--- src/rtl/quad_pkg.sv ---
// Shared types and constants for the quadrature decoder: FSM states,
// the 2-bit phase encodings {a, b}, direction constants, and the
// transition classifier used by the decode stage.
package quad_pkg;

  // Control FSM: PRIME captures the starting phase, TRACK decodes motion.
  typedef enum logic {
    PRIME = 1'b0,
    TRACK = 1'b1
  } state_e;

  // Phase encodings, written as {a, b}.
  localparam logic [1:0] PH_00 = 2'b00;
  localparam logic [1:0] PH_01 = 2'b01;
  localparam logic [1:0] PH_11 = 2'b11;
  localparam logic [1:0] PH_10 = 2'b10;

  // Direction flag values.
  localparam logic DIR_UP   = 1'b1;
  localparam logic DIR_DOWN = 1'b0;

  // Result of comparing the previous phase against the current one.
  typedef enum logic [1:0] {
    MOVE_NONE = 2'd0,
    MOVE_UP   = 2'd1,
    MOVE_DOWN = 2'd2,
    MOVE_BAD  = 2'd3
  } move_e;

  // Successor of a phase in the up direction: 00 -> 01 -> 11 -> 10 -> 00.
  function automatic logic [1:0] next_up(input logic [1:0] ph);
    logic [1:0] nxt;
    case (ph)
      PH_00:   nxt = PH_01;
      PH_01:   nxt = PH_11;
      PH_11:   nxt = PH_10;
      default: nxt = PH_00;
    endcase
    return nxt;
  endfunction

  // Classify one prev -> cur transition. Gray-coded phases change one bit
  // per legal step, so two changed bits can only be a missed step.
  function automatic move_e classify(input logic [1:0] prev, input logic [1:0] cur);
    move_e mv;
    if (cur == prev) begin
      mv = MOVE_NONE;
    end else if ((cur ^ prev) == 2'b11) begin
      mv = MOVE_BAD;
    end else if (cur == next_up(prev)) begin
      mv = MOVE_UP;
    end else begin
      mv = MOVE_DOWN;
    end
    return mv;
  endfunction

endpackage : quad_pkg

--- src/rtl/sync2.sv ---
// Multi-flop synchronizer for one asynchronous input bit. STAGES must be
// at least 2; the chain clears to 0 on reset.
module sync2 #(
  parameter int STAGES = 2
) (
  input  logic clk,
  input  logic clr,
  input  logic d,
  output logic q
);

  logic [STAGES-1:0] sync_q;

  // Shift the raw input through the chain; the MSB is the usable copy.
  // NOTE: the synchronizer flops are reset too, so a freshly released
  // decoder sees a known 0 rather than X until real samples arrive.
  always_ff @(posedge clk or negedge clr) begin
    if (!clr) begin
      sync_q <= '0;
    end else begin
      sync_q <= {sync_q[STAGES-2:0], d};
    end
  end

  assign q = sync_q[STAGES-1];

endmodule : sync2

--- src/rtl/quad_decoder.sv ---
// Quadrature decoder: synchronizes phases a/b, tracks the previous phase,
// counts legal steps up or down into a wrapping position register, and
// latches a sticky error on any two-bit jump. All outputs are registered.
module quad_decoder
  import quad_pkg::*;
#(
  parameter int WIDTH       = 8,
  parameter int SYNC_STAGES = 2
) (
  input  logic             clk,
  input  logic             clr,
  input  logic             a,
  input  logic             b,
  input  logic             en,
  input  logic             zero,
  input  logic             err_clr,
  output logic [WIDTH-1:0] pos,
  output logic             dir,
  output logic             step,
  output logic             err
);

  // PRIME must outlast the synchronizer flush: the chain holds reset zeros
  // for SYNC_STAGES edges, and priming from those would turn a non-zero
  // starting phase into a bogus step or error.
  localparam int CNT_W = $clog2(SYNC_STAGES + 1);
  localparam logic [CNT_W-1:0] PRIME_LAST = CNT_W'(SYNC_STAGES);

  logic             a_s;
  logic             b_s;
  logic [1:0]       s;
  move_e            move;

  state_e           state_q;
  logic [CNT_W-1:0] prime_cnt_q;
  logic [1:0]       prev_q;
  logic [WIDTH-1:0] pos_q, pos_d;
  logic             dir_q, dir_d;
  logic             step_q, step_d;
  logic             err_q, err_d;

  sync2 #(.STAGES(SYNC_STAGES)) u_sync_a (
    .clk (clk),
    .clr (clr),
    .d   (a),
    .q   (a_s)
  );

  sync2 #(.STAGES(SYNC_STAGES)) u_sync_b (
    .clk (clk),
    .clr (clr),
    .d   (b),
    .q   (b_s)
  );

  assign s    = {a_s, b_s};
  assign move = classify(prev_q, s);

  // Next values of the outputs from the decoded move and the clear inputs.
  // NOTE: every output gets its hold value first so no path through the
  // block leaves a variable unassigned, which would infer a latch.
  always_comb begin
    pos_d  = pos_q;
    dir_d  = dir_q;
    step_d = 1'b0;
    err_d  = err_q;

    // err_clr is applied first so a coincident illegal move overrides it.
    if (err_clr) begin
      err_d = 1'b0;
    end

    if (state_q == TRACK) begin
      case (move)
        MOVE_UP: begin
          if (en) begin
            step_d = 1'b1;
            dir_d  = DIR_UP;
            pos_d  = pos_q + WIDTH'(1);
          end
        end
        MOVE_DOWN: begin
          if (en) begin
            step_d = 1'b1;
            dir_d  = DIR_DOWN;
            pos_d  = pos_q - WIDTH'(1);
          end
        end
        MOVE_BAD: begin
          err_d = 1'b1;
        end
        default: ;
      endcase
    end

    // zero beats a coincident step on pos only; step/dir still report it.
    if (zero) begin
      pos_d = '0;
    end
  end

  // Control FSM plus output registers; prev follows s on every edge.
  // NOTE: non-blocking assignments keep all registers updating from the
  // same pre-edge values, independent of statement order.
  always_ff @(posedge clk or negedge clr) begin
    if (!clr) begin
      state_q     <= PRIME;
      prime_cnt_q <= '0;
      prev_q      <= PH_00;
      pos_q       <= '0;
      dir_q       <= DIR_DOWN;
      step_q      <= 1'b0;
      err_q       <= 1'b0;
    end else begin
      prev_q <= s;
      pos_q  <= pos_d;
      dir_q  <= dir_d;
      step_q <= step_d;
      err_q  <= err_d;
      case (state_q)
        PRIME: begin
          if (prime_cnt_q == PRIME_LAST) begin
            state_q <= TRACK;
          end else begin
            prime_cnt_q <= prime_cnt_q + CNT_W'(1);
          end
        end
        default: begin
          state_q <= TRACK;
        end
      endcase
    end
  end

  assign pos  = pos_q;
  assign dir  = dir_q;
  assign step = step_q;
  assign err  = err_q;

endmodule : quad_decoder

--- config.mk ---
export PLATFORM = sky130hd
export DESIGN_NAME = quad_decoder
export DESIGN_NICKNAME = d
export VERILOG_FILES = /design/src/rtl/quad_pkg.sv /design/src/rtl/sync2.sv /design/src/rtl/quad_decoder.sv
export SDC_FILE = /design/constraint.sdc
export NUM_CORES = 1
export LEC_CHECK = 0
export BUFFER_PORTS_ARGS = -buffer_cell sky130_fd_sc_hd__buf_4
export CAP_MARGIN = 10
export CORE_MARGIN = 5
export CORE_UTILIZATION = 40
export CTS_BUF_LIST = sky130_fd_sc_hd__clkbuf_2 sky130_fd_sc_hd__clkbuf_4 sky130_fd_sc_hd__clkbuf_8
export CTS_CLUSTER_SIZE = 40
export DETAILED_ROUTE_END_ITERATION = 16
export PLACE_DENSITY = 0.66
export REMOVE_ABC_BUFFERS = 1
export SYNTH_ARGS = -nofsm -noshare
export SYNTH_HDL_FRONTEND = slang
export SYNTH_HIERARCHICAL = 1
export SYNTH_SLANG_ARGS = --single-unit
--- constraint.sdc ---
create_clock -name clk -period 2.7 [get_ports clk]
set_clock_uncertainty 0.15 [all_clocks]
set_input_delay 0.54 -clock clk [delete_from_list [all_inputs] [get_ports clk]]
set_output_delay 0.54 -clock clk [all_outputs]
set_load 0.1 [all_outputs]
==> results.cfg, run 1 <==
[status]
status = completed

[setup_path]
path_class = register to register
endpoint_kind = register
cp_top_family = compound AO/OA/AOI/OAI gates
path_cells = o211ai_1 > o21a_1 > ha_4 > ha_4 > a211oi_4 > nor3_2 > a211oi_2 > mux2i_1 > mux2_1
crit_top_cell = ha_4
critPathBufInv = 0
rrSetupSlack_ps = 60
worstPathRequired_ps = 2740
rr_worst_depth = 9
r2r-end = pos[7]
critPathSlowestCell = dfrtp_2
slowest_delay_ps = 470
path_depth = 9
worstPathMaxFanout = 7
r2r-start = u_sync_b/sync_q[1]
worstPathArrival_ps = 2680
crit_path_start_kind = register

[cts]
cts_buffer_depth = 2
cts_tree = done
numCtsBuffers = 3
ctsRootBufferMaster = clkbuf_4
htree_num_levels = 1
numClockSinks = 20
clk_pin_slew_ps = 110
clk-insertion-delay-late_ps = 300

[sta]
post-route-period-util = 0.9765
rsz0062_at_grt = true
setup_viol = 0
fin_hold_ws_ps = 187.6
fin_crit_ps = 2637
fin_tns_setup_ps = 0
slew_viol_final = 0
relSlewSlack = 0.6589
hold_viol = 0
clock.fmax_ghz = 0.3793
worst_slew_pin_slew_ps = 508.2

[global_routing]
busiest_layer = met2
grt_max_degree = 21
grt.overflow.total = 0
use_met1 = 0.1546
met2_usage = 0.2189
grt_pass1_vias = 910
grt_pass1_wl_mm = 4.057
antenna_found_initial = 0
grt.total_usage = 0.1262
met3_usage = 0.02698

[die]
dieArea_sq_mm = 0.003909
io_pins = 18
die_h_um = 62.53
initial_core_util = 0.4072
core_sq_mm = 0.002710
rows = 19
floorplan.die.width_um = 62.53

[cells_and_area]
final_cells = 177
fin_nets = 164
n_antenna_cell = 0
syn2layout_area_growth_pct = 42.52
layout_common_cells = buf_4, dfrtp_1, nand2_1, nor2_1, a21oi_1
stdcell_area_sq_mm = 0.001573
final_layout_size_suffix_gt1_frac = 0.4110
final_common_cell = buf_4

[drt]
first_pass_iters = 4
vias = 904
detail_route.vias_per_cell = 5.107
wl_mm = 2.299
remaining_drc_errors = 0
wl_per_cell_um = 12.99
ant_nets = 0
drt_iter0_markers = 19

[place]
dpl.hpwl_mm = 1.637
place_inst = 168
io_buffers = 17
place_area_sq_mm = 0.001371
place_congestion = 0.7854

[min_path]
hold_depth = 1
hp-class = input pin to register
min-delay-start = a
min_to = u_sync_a/sync_q[0]

[power]
p_leak_nw = 0.7405
ir_drop_uv = 360.7
finalPower_uw = 951.5
power_density_mw_per_mm2 = 605.0

[synth]
synth_top_area_frac = 0.4535
syn_area_sq_mm = 0.001104
synth_cells = 108
synthTopCellsByArea = dfrtp_1, ha_1, a21oi_1, nand2_1, xnor2_1
postSynthAreaPerCell_sq_um = 10.22
yosys.area.top_type = dfrtp_1
yosysSeqAreaShare = 0.4535
synth.yosys.warnings = 6
synth_cell_types = 34
ys_ff_latch = 20

[flow_run]
cap_viol_max_count = 0
-- kinds of logic after synthesis --
family,synth area share
multiplexers,0.02834
XOR/XNOR,0.05556
adder cells (fa/ha/maj),0.1202
AND/OR/NAND/NOR,0.1395
AO/OA/AOI/OAI,0.1757
buffers and inverters,0.02721
flip-flops,0.4535
-- report_power, final --
| part | internal [mW] | switching [mW] | total (mW) |
|---|---|---|---|
| Sequential | 0.322 | 0.0246 | 0.346 |
| Clock | 0.150 | 0.0974 | 0.247 |
| Combinational | 0.130 | 0.228 | 0.358 |
| Total | 0.601 | 0.350 | 0.951 |
-- cells in the mapped netlist --
master    instances
dfrtp_1          20
nand2_1          10
ha_1              9
a21oi_1           8
nor2_1            7
inv_1             5
nand3_1           4
o21ai_0           4
xnor2_1           4
clkbuf_1          3
xor2_1            3
a211oi_2          2
a21o_1            2
mux2i_1           2
nand3b_1          2
o211ai_1          2
o21a_1            2
o21ai_1           2
o21bai_1          2
a211o_1           1
a211oi_1          1
a21o_2            1
a31oi_1           1
and2_1            1
fa_1              1
mux2_1            1
nand2b_1          1
nand4b_1          1
nor2b_1           1
nor3_1            1
nor3b_1           1
nor4b_1           1
o31ai_1           1
or2_2             1
-- sequential cells by signal, summed over array words and instances (netlist names) --
| signal | cells |
|---|---|
| pos | 8 |
| prev_q | 2 |
| prime_cnt_q | 2 |
| u_sync_a/sync_q | 2 |
| u_sync_b/sync_q | 2 |
| dir | 1 |
| err | 1 |
| state_q | 1 |
| step | 1 |
-- through the flow --
stage	setup WS (ps)	util
after global routing	-57.05	0.5803
final	63.43	0.5803
after detailed placement	-153.1	0.5060
after global placement	-56.12	0.5060
after floorplan	-100.4	-
after CTS	0.5365	0.5572
-- metal layers --
metal / wire [um] / vias to the layer above
met3: 65 / 2
met4: 17 / 0
met5: 0 / -
met2: 1144 / 8
met1: 1071 / 438
li1: - / 456
-- cell type report --
type                    instances  area (sq um)
multi-input cells              80         675.6
clock inverters                 1         30.03
inverters                       5         18.77
fillers                       243          1137
clock buffers                   3         22.52
well taps                      31         38.79
repair buffers                 37         284.0
flip-flops and latches         20         503.0
-- worst register-to-register path, delay by kind of cell, from the launching register on --
| family | cells | cell delay [ps] |
|---|---|---|
| fa+ha+maj | 2 | 470 |
| flops | 1 | 470 |
| mux | 2 | 560 |
| simple gates | 1 | 70 |
| compound gates | 4 | 810 |
-- how the worst max path moves through the flow --
stage	startpoint	slack (ps)	end
after global placement	u_sync_b/sync_q[1]	-60	pos[7]
after CTS	u_sync_b/sync_q[1]	0.5	pos[7]
after global routing	u_sync_b/sync_q[1]	-60	pos[7]
after detailed placement	u_sync_b/sync_q[1]	-150	pos[7]
final	u_sync_b/sync_q[1]	60	pos[7]
after floorplan	u_sync_b/sync_q[1]	-100	pos[7]
-- repair_timing --
action / 4_1_cts / 5_1_grt
buffers inserted: 1 / 3
resized for setup: 9 / 10
hold buffers: 1 / 0
pin swaps: 3 / 2
endpoints found under the hold margin: 20 / 0
endpoints found under the setup margin: 2 / 3
Power figures use the tool's default switching activity.
==> inputs of run 2 (changes only) <==
--- a/config.mk
+++ b/config.mk
@@ -5,6 +5,7 @@
 export SDC_FILE = /design/constraint.sdc
 export NUM_CORES = 1
 export LEC_CHECK = 0
+export ABC_AREA = 1
 export BUFFER_PORTS_ARGS = -buffer_cell sky130_fd_sc_hd__buf_4
 export CAP_MARGIN = 10
 export CORE_MARGIN = 5
@@ -13,6 +14,7 @@
 export CTS_CLUSTER_SIZE = 40
 export DETAILED_ROUTE_END_ITERATION = 16
 export PLACE_DENSITY = 0.66
+export RECOVER_POWER = 100
 export REMOVE_ABC_BUFFERS = 1
 export SYNTH_ARGS = -nofsm -noshare
 export SYNTH_HDL_FRONTEND = slang
==> results.cfg, run 2 <==
[status]
status = completed

[die]
floorplan.die.width_um = 62.08
io_pins = 18
dieArea_sq_mm = 0.003853
core_sq_mm = 0.002545
initial_core_util = 0.4263
die_h_um = 62.08
rows = 18

[drt]
drt_iter0_markers = 24
remaining_drc_errors = 0
detail_route.vias_per_cell = 4.920
wl_mm = 2.010
ant_nets = 0
wl_per_cell_um = 11.55
vias = 856
first_pass_iters = 4

[synth]
synthArstFlopShare = 1.000
yosysSeqAreaShare = 0.4614
synth-main-ff-cell = dfrtp_1
ys_ff_latch = 20
synth_cell_types = 16
synth_cells = 123
synth.yosys.warnings = 6
syn_area_sq_mm = 0.001085
yosys.area.top_type = dfrtp_1
synthTopCellsByArea = dfrtp_1, nand2_1, ha_1, inv_1, nand3_1
synth_edf_count = 0
ys_top_cells_by_count = nand2_1, dfrtp_1, inv_1, ha_1, nand3_1
synth_top_area_frac = 0.4614
synth_most_common_cell = nand2_1
postSynthAreaPerCell_sq_um = 8.819

[cells_and_area]
n_antenna_cell = 0
final_layout_size_suffix_gt1_frac = 0.08333
syn2layout_area_growth_pct = 12.92
multi_input_area_sq_um = 511.7
ff_latch_area_sq_um = 500.5
fin_nets = 163
final_common_cell = nand2_1
final_util = 0.4813
largest_reg_flops = 8
fill_cells = 267
layout_common_cells = nand2_1, dfrtp_1, inv_1, clkbuf_1, nand3_1

[sta]
worst_slew_pin_slew_ps = 1176
fin_tns_setup_ps = 0
slew_viol_final = 0
setup_viol = 0
fin_crit_ps = 2442
post-route-period-util = 0.9045
clock.fmax_ghz = 0.4095
relSlewSlack = 0.2192
hold_viol = 0
rsz0062_at_grt = false

[power]
p_leak_nw = 0.6693
finalPower_uw = 998.3
power_density_mw_per_mm2 = 815.0
ir_drop_uv = 430.0

[global_routing]
grt_pass1_vias = 812
grt.total_usage = 0.1286
grt_pass1_wl_mm = 3.519
antenna_found_initial = 0
grt.overflow.total = 0
grt_max_degree = 21

[cts]
ctsRootBufferMaster = clkbuf_4
cts_tree = done
clk_pin_slew_ps = 110
cts_setup_buffers = 0
numCtsBuffers = 3
numClockSinks = 20
cts_buffer_depth = 2
clk-insertion-delay-late_ps = 300
htree_num_levels = 1

[place]
place_congestion = 0.7936
dpl.hpwl_mm = 1.613
io_buffers = 17

[setup_path]
path_class = register to register
worstPathMaxFanout = 10
worstPathArrival_ps = 2510
worstPathRequired_ps = 2770
endpoint_kind = register
crit_path_start_kind = register

[min_path]
hp-class = register to register

[flow_run]
cap_viol_max_count = 0
==> run 2: through the flow <==
stage / cells / setup slack (ps) / hold WS, ps / area (sq um)
after global placement: 170 / 269.9 / 182.1 / 1250
after global routing: 174 / 44.26 / 205.5 / 1225
after detailed placement: 170 / 169.9 / 184.7 / 1250
final: 174 / 257.9 / 207.0 / 1225
after floorplan: 123 / 406.9 / 94.41 / 1085
after CTS: 174 / 139.3 / 183.5 / 1282
==> run 2: final cells by class <==
| class | instances | share of cell area |
|---|---|---|
| clock buffers | 3 | 0.01839 |
| inverters | 16 | 0.04903 |
| multi-input cells | 87 | 0.4178 |
| flip-flops and latches | 20 | 0.4086 |
| well taps | 30 | 0.03064 |
| repair buffers | 18 | 0.07559 |
==> run 2: worst max-delay path, cell delays in order, from the launching register on <==
cell	delay [ps]
dfrtp_1	420
xor2_1	200
o21ai_0	240
inv_1	80
ha_2	260
o21bai_1	530
nand2_1	170
inv_2	180
nand2_1	70
o31ai_1	60
==> run 2: kinds of logic after synthesis <==
kind of cell               share of synthesized area
and+or+nand+nor                               0.2226
DFF                                           0.4614
buffers and inverters                        0.05536
AOI/OAI and AO/OA                            0.08190
adders and majority gates                     0.1223
xor gates and xnor gates                     0.05652
==> run 2: routing by layer <==
metal | up-vias | part of all wire | global-route usage
li1 | 429 | - | -
met1 | 401 | 0.43 | 0.1604
met2 | 21 | 0.50 | 0.2115
met3 | 5 | 0.053 | 0.03099
met4 | 0 | 0.018 | 0.05455
met5 | - | 0 | 0
==> run 2: power by group <==
part / leakage, nW / internal (mW) / switching, mW
clock network: 0.0138 / 0.0521 / 0.0897
registers: 0.247 / 0.337 / 0.0358
logic: 0.409 / 0.0974 / 0.387
total: 0.669 / 0.486 / 0.512
==> run 2: what timing repair did <==
item                                    4_1_cts  5_1_grt
gates resized for setup                       0        1
endpoints found under the setup margin        0        3
endpoints found under the hold margin        20        0
hold buffers                                  1        0
==> run 2: path summary, 6_finish.rpt <==
| check | from | endpoint | slack, ps | cells past startpoint |
|---|---|---|---|---|
| worst min-delay path | u_sync_a/sync_q[0] | u_sync_a/sync_q[1] | 210 | 0 |
| worst max register to register | prev_q[0] | pos[2] | 260 | 9 |
| min in group asynchronous | clr | prime_cnt_q[0] | 780 | 2 |
| max in group asynchronous | clr | step | 980 | 2 |
| worst min register to register | u_sync_a/sync_q[0] | u_sync_a/sync_q[1] | 210 | 0 |
| worst max-delay path | prev_q[0] | pos[2] | 260 | 9 |
